## config.mk

```make
export PLATFORM = sky130hd
export DESIGN_NAME = serializer_link_ctrl
export DESIGN_NICKNAME = d
export VERILOG_FILES = /design/src/rtl/serializer_link_ctrl.sv
export SDC_FILE = /design/constraint.sdc
export NUM_CORES = 1
export LEC_CHECK = 0
export CORE_UTILIZATION = 40
export CTS_BUF_LIST = sky130_fd_sc_hd__clkbuf_4
export DETAILED_ROUTE_END_ITERATION = 10
export PLACE_DENSITY = 0.85
export RECOVER_POWER = 50
export SLEW_MARGIN = 20
export SYNTH_ARGS = -nofsm -noshare
export SYNTH_HDL_FRONTEND = slang
export SYNTH_SLANG_ARGS = --single-unit
```

## constraint.sdc

```tcl
create_clock -name i_clk -period 2.6 [get_ports i_clk]
set_clock_uncertainty 0.1 [all_clocks]
set_input_delay 0.65 -clock i_clk [delete_from_list [all_inputs] [get_ports i_clk]]
set_output_delay 0.65 -clock i_clk [all_outputs]
set_load 0.03 [all_outputs]
```

## src/rtl/serializer_link_ctrl.sv

```systemverilog
`default_nettype none
// +----------------------------------------------------------------------------+
// | serializer_link_ctrl: TMDS serializer bring-up (lock, reset, settle, video)  |
// | Optional PRBS7 lane test pattern: define SERIALIZER_LINK_CTRL_PRBS_EN        |
// | Revision: 1.0                                                              |
// +----------------------------------------------------------------------------+
module serializer_link_ctrl #(
  parameter int         RST_CYCLES    = 16,
  parameter int         SETTLE_CYCLES = 1024,
  parameter int         SYNC_STAGES   = 2,
  parameter logic [9:0] BLANK_TOKEN   = 10'b1101010100
) (
  input  logic       i_clk,
  input  logic       i_rst,
  input  logic       i_clk_lock,
  input  logic       i_en,
  input  logic [9:0] i_tmds_ch0,
  input  logic [9:0] i_tmds_ch1,
  input  logic [9:0] i_tmds_ch2,
  output logic       o_rst_oserdes,
  output logic [9:0] o_tmds_ch0,
  output logic [9:0] o_tmds_ch1,
  output logic [9:0] o_tmds_ch2,
  output logic       o_active,
  output logic [1:0] o_state
`ifdef SERIALIZER_LINK_CTRL_PRBS_EN
  ,
  input  logic       i_prbs,
  output logic       o_prbs_active
`endif
);

  localparam int c_cnt_max = (RST_CYCLES > SETTLE_CYCLES) ? RST_CYCLES : SETTLE_CYCLES;
  localparam int c_cnt_w   = $clog2(c_cnt_max + 1);
  localparam logic [c_cnt_w-1:0] c_rst_tc    = c_cnt_w'(RST_CYCLES - 1);
  localparam logic [c_cnt_w-1:0] c_settle_tc = c_cnt_w'(SETTLE_CYCLES - 1);
  localparam logic [c_cnt_w-1:0] c_cnt_one   = c_cnt_w'(1);

  typedef enum logic [1:0] {
    ST_IDLE   = 2'd0,
    ST_RESET  = 2'd1,
    ST_SETTLE = 2'd2,
    ST_ACTIVE = 2'd3
  } state_e;

  state_e                 state_q, state_d;
  logic [c_cnt_w-1:0]     cnt_q, cnt_d;
  logic [SYNC_STAGES-1:0] sync_q;
  logic                   w_go;

  assign w_go    = sync_q[SYNC_STAGES-1] & i_en;
  assign o_state = state_q;

  // Losing go wins over any counter expiry in the same cycle.
  always_comb begin
    state_d = state_q;
    cnt_d   = cnt_q;
    if (!w_go) begin
      state_d = ST_IDLE;
      cnt_d   = '0;
    end else begin
      case (state_q)
        ST_IDLE: begin
          state_d = ST_RESET;
          cnt_d   = '0;
        end
        ST_RESET: begin
          if (cnt_q == c_rst_tc) begin
            state_d = ST_SETTLE;
            cnt_d   = '0;
          end else begin
            cnt_d = cnt_q + c_cnt_one;
          end
        end
        ST_SETTLE: begin
          if (cnt_q == c_settle_tc) begin
            state_d = ST_ACTIVE;
            cnt_d   = '0;
          end else begin
            cnt_d = cnt_q + c_cnt_one;
          end
        end
        default: cnt_d = '0;
      endcase
    end
  end

`ifdef SERIALIZER_LINK_CTRL_PRBS_EN
  logic [6:0] lfsr_q;
  logic [6:0] w_lfsr_nxt;
  logic [9:0] w_prbs_word;
  logic       w_prbs_run;

  // Ten serial steps of x^7+x^6+1 per clock; word bit 0 is generated first.
  function automatic logic [16:0] prbs_step10(input logic [6:0] seed);
    logic [6:0] s;
    logic [9:0] w;
    logic       fb;
    s = seed;
    w = '0;
    for (int k = 0; k < 10; k++) begin
      fb   = s[6] ^ s[5];
      w[k] = fb;
      s    = {s[5:0], fb};
    end
    return {s, w};
  endfunction

  assign {w_lfsr_nxt, w_prbs_word} = prbs_step10(lfsr_q);
  assign w_prbs_run = (state_d == ST_ACTIVE) && i_prbs;

  always_ff @(posedge i_clk) begin
    if (i_rst) begin
      lfsr_q        <= 7'h7F;
      o_prbs_active <= 1'b0;
    end else begin
      lfsr_q        <= w_prbs_run ? w_lfsr_nxt : 7'h7F;
      o_prbs_active <= w_prbs_run;
    end
  end
`endif

  always_ff @(posedge i_clk) begin
    if (i_rst) begin
      state_q       <= ST_IDLE;
      cnt_q         <= '0;
      sync_q        <= '0;
      o_rst_oserdes <= 1'b1;
      o_active      <= 1'b0;
      o_tmds_ch0    <= BLANK_TOKEN;
      o_tmds_ch1    <= BLANK_TOKEN;
      o_tmds_ch2    <= BLANK_TOKEN;
    end else begin
      state_q       <= state_d;
      cnt_q         <= cnt_d;
      sync_q        <= {sync_q[SYNC_STAGES-2:0], i_clk_lock};
      o_rst_oserdes <= (state_d == ST_IDLE) || (state_d == ST_RESET);
      o_active      <= (state_d == ST_ACTIVE);
      if (state_d != ST_ACTIVE) begin
        o_tmds_ch0 <= BLANK_TOKEN;
        o_tmds_ch1 <= BLANK_TOKEN;
        o_tmds_ch2 <= BLANK_TOKEN;
`ifdef SERIALIZER_LINK_CTRL_PRBS_EN
      end else if (w_prbs_run) begin
        o_tmds_ch0 <= w_prbs_word;
        o_tmds_ch1 <= w_prbs_word;
        o_tmds_ch2 <= w_prbs_word;
`endif
      end else begin
        o_tmds_ch0 <= i_tmds_ch0;
        o_tmds_ch1 <= i_tmds_ch1;
        o_tmds_ch2 <= i_tmds_ch2;
      end
    end
  end

endmodule
`default_nettype wire

```

[After elaboration in Yosys (flattened, before gate mapping)]
Index checks and enable logic that the tools add are counted.
Storage, ports and cells
  bits of input ports: 34
  register bits: 47
  word-level logic and storage cells: 30
  output and inout bits: 34
Cells by class
  reductions and logical operators: 5
  bitwise logic cells: 2
  muxes and demuxes: 7
  add/subtract/negate cells: 1
  equal/unequal tests: 7
Operator list (number)
  11-bit 2-to-1 mux: 2
  11-bit case mux with 2 select lines: 1
  11-bit by 1-bit adder with 11-bit output (second input constant): 1
  11-bit by 10-bit equality test with 1-bit output (second input constant): 1
  11-bit by 4-bit equality test with 1-bit output (second input constant): 1
  2-bit 2-to-1 mux: 3
  2-bit case mux with 3 select lines: 1
  2-bit by 1-bit equality test with 1-bit output (second input constant): 2
  2-bit equality test (second input constant): 2
  2-bit zero test: 2
  2-bit OR reduction: 2
  2-bit inequality test (second input constant): 1
  1-bit AND: 1
  1-bit logical OR: 1
  1-bit inverter: 1

[Depth between registers and ports, before layout]
  depth after elaboration: 6
  depth in mapped cells: 7
  mapped depth without buffers: 6

[Least setup slack after synthesis]
Ideal clock, no wire load.
  path kind: register to register
  start point: reg state_q[1], in the netlist o_state[1]
  end point: reg o_tmds_ch0[3]
  required time: 2.384 ns
  arrival time: 1.934 ns
  slack: 0.451 ns
  setup time: 0.116 ns
  period minus slack after synthesis: 2.149 ns
  path buffers: 1
  cell stages (with the launch flop): 8
  cells stage by stage: dfxtp_1 inv_1 ha_1 or2_1 o311a_1 o211a_2 buf_2 and3_1
Between the ends
  word-level cells in the longest chain between the ends: 5
  elaborated cells between the ends (all ways): 9
  classes of those cells: eq/ne (3); mux (4); reduce/logical (2)
Ends and longest elaborated chain
  start, declared: line 46  | state_e state_q, state_d;
  start signal, assigned: line 134  | state_q <= state_d;
  2-bit equality test (tied with other cells): line 62  | case (state_q)
  2-bit case mux with 3 select lines *: line 62
  2-bit 2-to-1 mux *: line 58  | if (!w_go) begin
  2-bit inequality test *: line 139  | if (state_d != ST_ACTIVE) begin
  2-bit OR reduction (no source line) *
  end signal, assigned: line 150  | o_tmds_ch0 <= i_tmds_ch0;
  end, declared: line 21  | output logic [9:0] o_tmds_ch0,
Every way passes the cells marked *; elsewhere a longest branch is shown, timed or not.
A chain may end at the register's enable or synchronous reset.

[Final worst setup path]
  start point: reg cnt_q[0]
  end point: reg cnt_q[4]
Between the ends
  word-level cells in the longest chain between the ends: 3
  elaborated cells between the ends (all ways): 6
  classes of those cells: add/sub (1); eq/ne (2); mux (3)
Ends and longest elaborated chain
  start, declared: line 47  | logic [c_cnt_w-1:0] cnt_q, cnt_d;
  start signal, assigned: line 135  | cnt_q <= cnt_d;
  11-bit by 1-bit adder with 11-bit output (tied with other cells): line 72, 80
  11-bit 2-to-1 mux, on equally long branches: line 76, 68
  11-bit case mux with 2 select lines *: line 62
Marks and branches as above.

==> summary.txt <==
Achievable clock frequency: 0.438 GHz
Seq/Total Area, Yosys: 0.556
Critical Path AT: 2.40 ns
Initial antenna violation count: 0
Slew margin rel.: 0.468
Initial Util: 0.420
Maximum VDD drop: 280 µV
Worst Path Max Fanout: 10
Main combinational cell family by area after synthesis: simple AND/OR/NAND/NOR gates
Area Growth Syn to Fin: 47.2%
Final worst-path cycle share: 0.878
R2r endpoint: cnt_q[4]$_SDFF_PP0_
Total number of vias: 1299
Synth async-reset ratio: 0
Setup TNS: 0 ns
Min-delay src: sync_q[0]$_SDFF_PP0_
Routability-driven placement congestion ratio: 0.794
PortBufs: 67
Hold Path End: sync_q[1]$_SDFF_PP0_
Area contributors post-synth: dfxtp_1 (56%), nand3b_1 (6.7%), and3_1 (6.3%)
Drt wl/cell: 12.8 µm
Cell depth of the worst min-delay path: 1
Worst skew pair latency: 0.36 ns
RSZ-0062 raised after global routing: false
Reg clk slew, reported paths: 0.13 ns
Ports: 68
# rows: 23
ANT cells: 0
Worst path required time: 2.72 ns
Post-CTS Setup Inserts: 0
Status: completed
Share of layout cells above drive strength 1: 0.0679
Final-report setup violation count: 0
Crit Reg-Reg Startpoint: cnt_q[0]$_SDFF_PP0_
Final Hold Fails: 0
Total GRT Usage: 0.164
Max_cap viols: 0
Slew @ Worst Pin: 0.799 ns
Ys Warns: 0
Chip height: 67.1 µm
Final hold slack: 0.363 ns
Mux share of post-synthesis cell area: 0
Commonest cells after routing, fill and taps aside: clkdlybuf4s50_1 (55), dfxtp_1 (47), and3_1 (17)
Largest net degree at the start of global routing: 33
Critical Path Source Type: register
Post-DP HPWL: 2520 µm
Mapped Area: 1690 µm²
Vias per std cell: 4.79
Number of flops mapped to enable cells by yosys: 0
Synth Area in Adders: 0.0443
Drt pass-1 iters: 4
Root buffer cell: clkbuf_4
Post-route ant nets: 0
Post-Syn Area per Cell: 11.1 µm²
Period minus WS final: 2.28 ns
Clock Sinks: 47
Leakage: 0.954 nW
Synth Flop Type: dfxtp_1
CTS tree: done
Synth Register Bits: 47
Cells after Synth: 152
Synth Area in Compound Gates: 0.0562
Post-CTS Resized: 0
CTS buffer count: 5
Grt total ovfl: 0
Vias in the first global route: 1204
Residual DRC count: 0
CORE AREA: 4030 µm²
Post-CTS Hold Buffers: 0
HP Class: reg2reg
Final WL: 3470 µm
Die ar.: 4500 µm²
Cell taking the most area after synthesis: dfxtp_1
Post-synthesis simple-gate area fraction: 0.268
CP Cell Sequence: ha_1 > nand4_4 > or4_4 > a32oi_1 > nor2_1
Reg2Reg Depth: 5
Largest stage delay, worst path: 0.63 ns
Synth Area in XOR/XNOR: 0.0414
Syn nets: 192
FILL cells: 342
Commonest non-fill, non-tap cell in the layout: clkdlybuf4s50_1
Die X: 67.1 µm
Crit path max-delay cell type: a32oi_1
CTS H-Tree Depth: 2
WS Path Type: reg2reg
CP endpoint kind: register
Pwr dens: 529 nW/µm²
First-pass GRT wire length: 5400 µm
CTS Buffer Depth: 2
Detailed Route Iter0 Violations: 85
Total power: 1.32 mW
FF-to-FF setup slack: 0.32 ns
Library cells used by synthesis: 35
Synth top area share: 0.556
Nets: 260
Final slew viol count: 0
==> registers in the layout (all words and copies together), names as in the netlist <==
register	cells
o_tmds_ch2	10
o_rst_oserdes	1
o_state	2
o_tmds_ch0	10
cnt_q	11
o_tmds_ch1	10
sync_q	2
o_active	1
==> routing by layer <==
layer,routed length (µm),vias up,track usage,part of all wire
li1,-,662,-,-
met1,1460,584,0.185,0.42
met2,1690,49,0.268,0.49
met3,263,4,0.0651,0.076
met4,52,0,0.0745,0.015
met5,0,-,0,0
==> cells in the mapped netlist (2+ instances only) <==
library cell,number
a21oi_1,3
and2_1,2
and3_1,17
buf_2,6
dfxtp_1,47
ha_1,6
inv_1,4
nand2_1,3
nand3_1,3
nand3b_1,15
nand4_1,4
nor2_1,9
nor2b_1,4
nor3_1,2
xnor2_1,3
xor2_1,5
==> cell type report <==
cell class                      count  area, µm²  area share
Timing Repair Buffer               69        696       0.279
Multi-Input combinational cell     93        672       0.270
Sequential cell                    47        941       0.378
Clock inverter                      2       60.1      0.0241
Tap cell                           50       62.6      0.0251
Clock buffer                        6       45.0      0.0181
Inverter                            4       15.0     0.00603
==> critical path: cells and delay by family, from the launching register on <==
kind	cells	cell delay, ns
simple gates	3	0.78
compound gates	1	0.63
flops	1	0.38
fa+ha+maj	1	0.25
==> how the worst max path moves through the flow <==
stage	start	endpoint	depth (start not counted)
after floorplan	o_state[1]$_SDFF_PP0_	o_tmds_ch0[3]$_SDFF_PP0_	7
after global placement	i_rst	cnt_q[3]$_SDFF_PP0_	5
after detailed placement	i_rst	cnt_q[9]$_SDFF_PP0_	5
after CTS	o_state[1]$_SDFF_PP0_	o_state[1]	1
after global routing	cnt_q[0]$_SDFF_PP0_	cnt_q[9]$_SDFF_PP0_	5
final	cnt_q[0]$_SDFF_PP0_	cnt_q[4]$_SDFF_PP0_	5
==> logic make-up after synthesis <==
kind of cell	count (synthesis)
flip-flops	47
buffers and inverters	12
adder cells (fa/ha/maj)	6
AO/OA/AOI/OAI	10
XOR/XNOR	8
AND/OR/NAND/NOR	69
==> power breakdown <==
group          total (mW)  leakage, nW  switching (mW)  internal [mW]
Combinational      0.0622        0.519          0.0121         0.0502
Sequential          0.723        0.380         0.00101          0.722
Clock               0.534       0.0559           0.223          0.311
Total                1.32        0.954           0.236           1.08
==> per-stage QoR <==
stage                util  std cells  area, µm²  worst slack (ns)
floorplan               -        152       1690             0.451
global placement    0.602        263       2420             0.281
detailed placement  0.602        263       2420             0.246
CTS                 0.628        271       2530             0.327
global route        0.618        271       2490             0.145
finish              0.618        271       2490             0.318
Power figures use the tool's default switching activity.
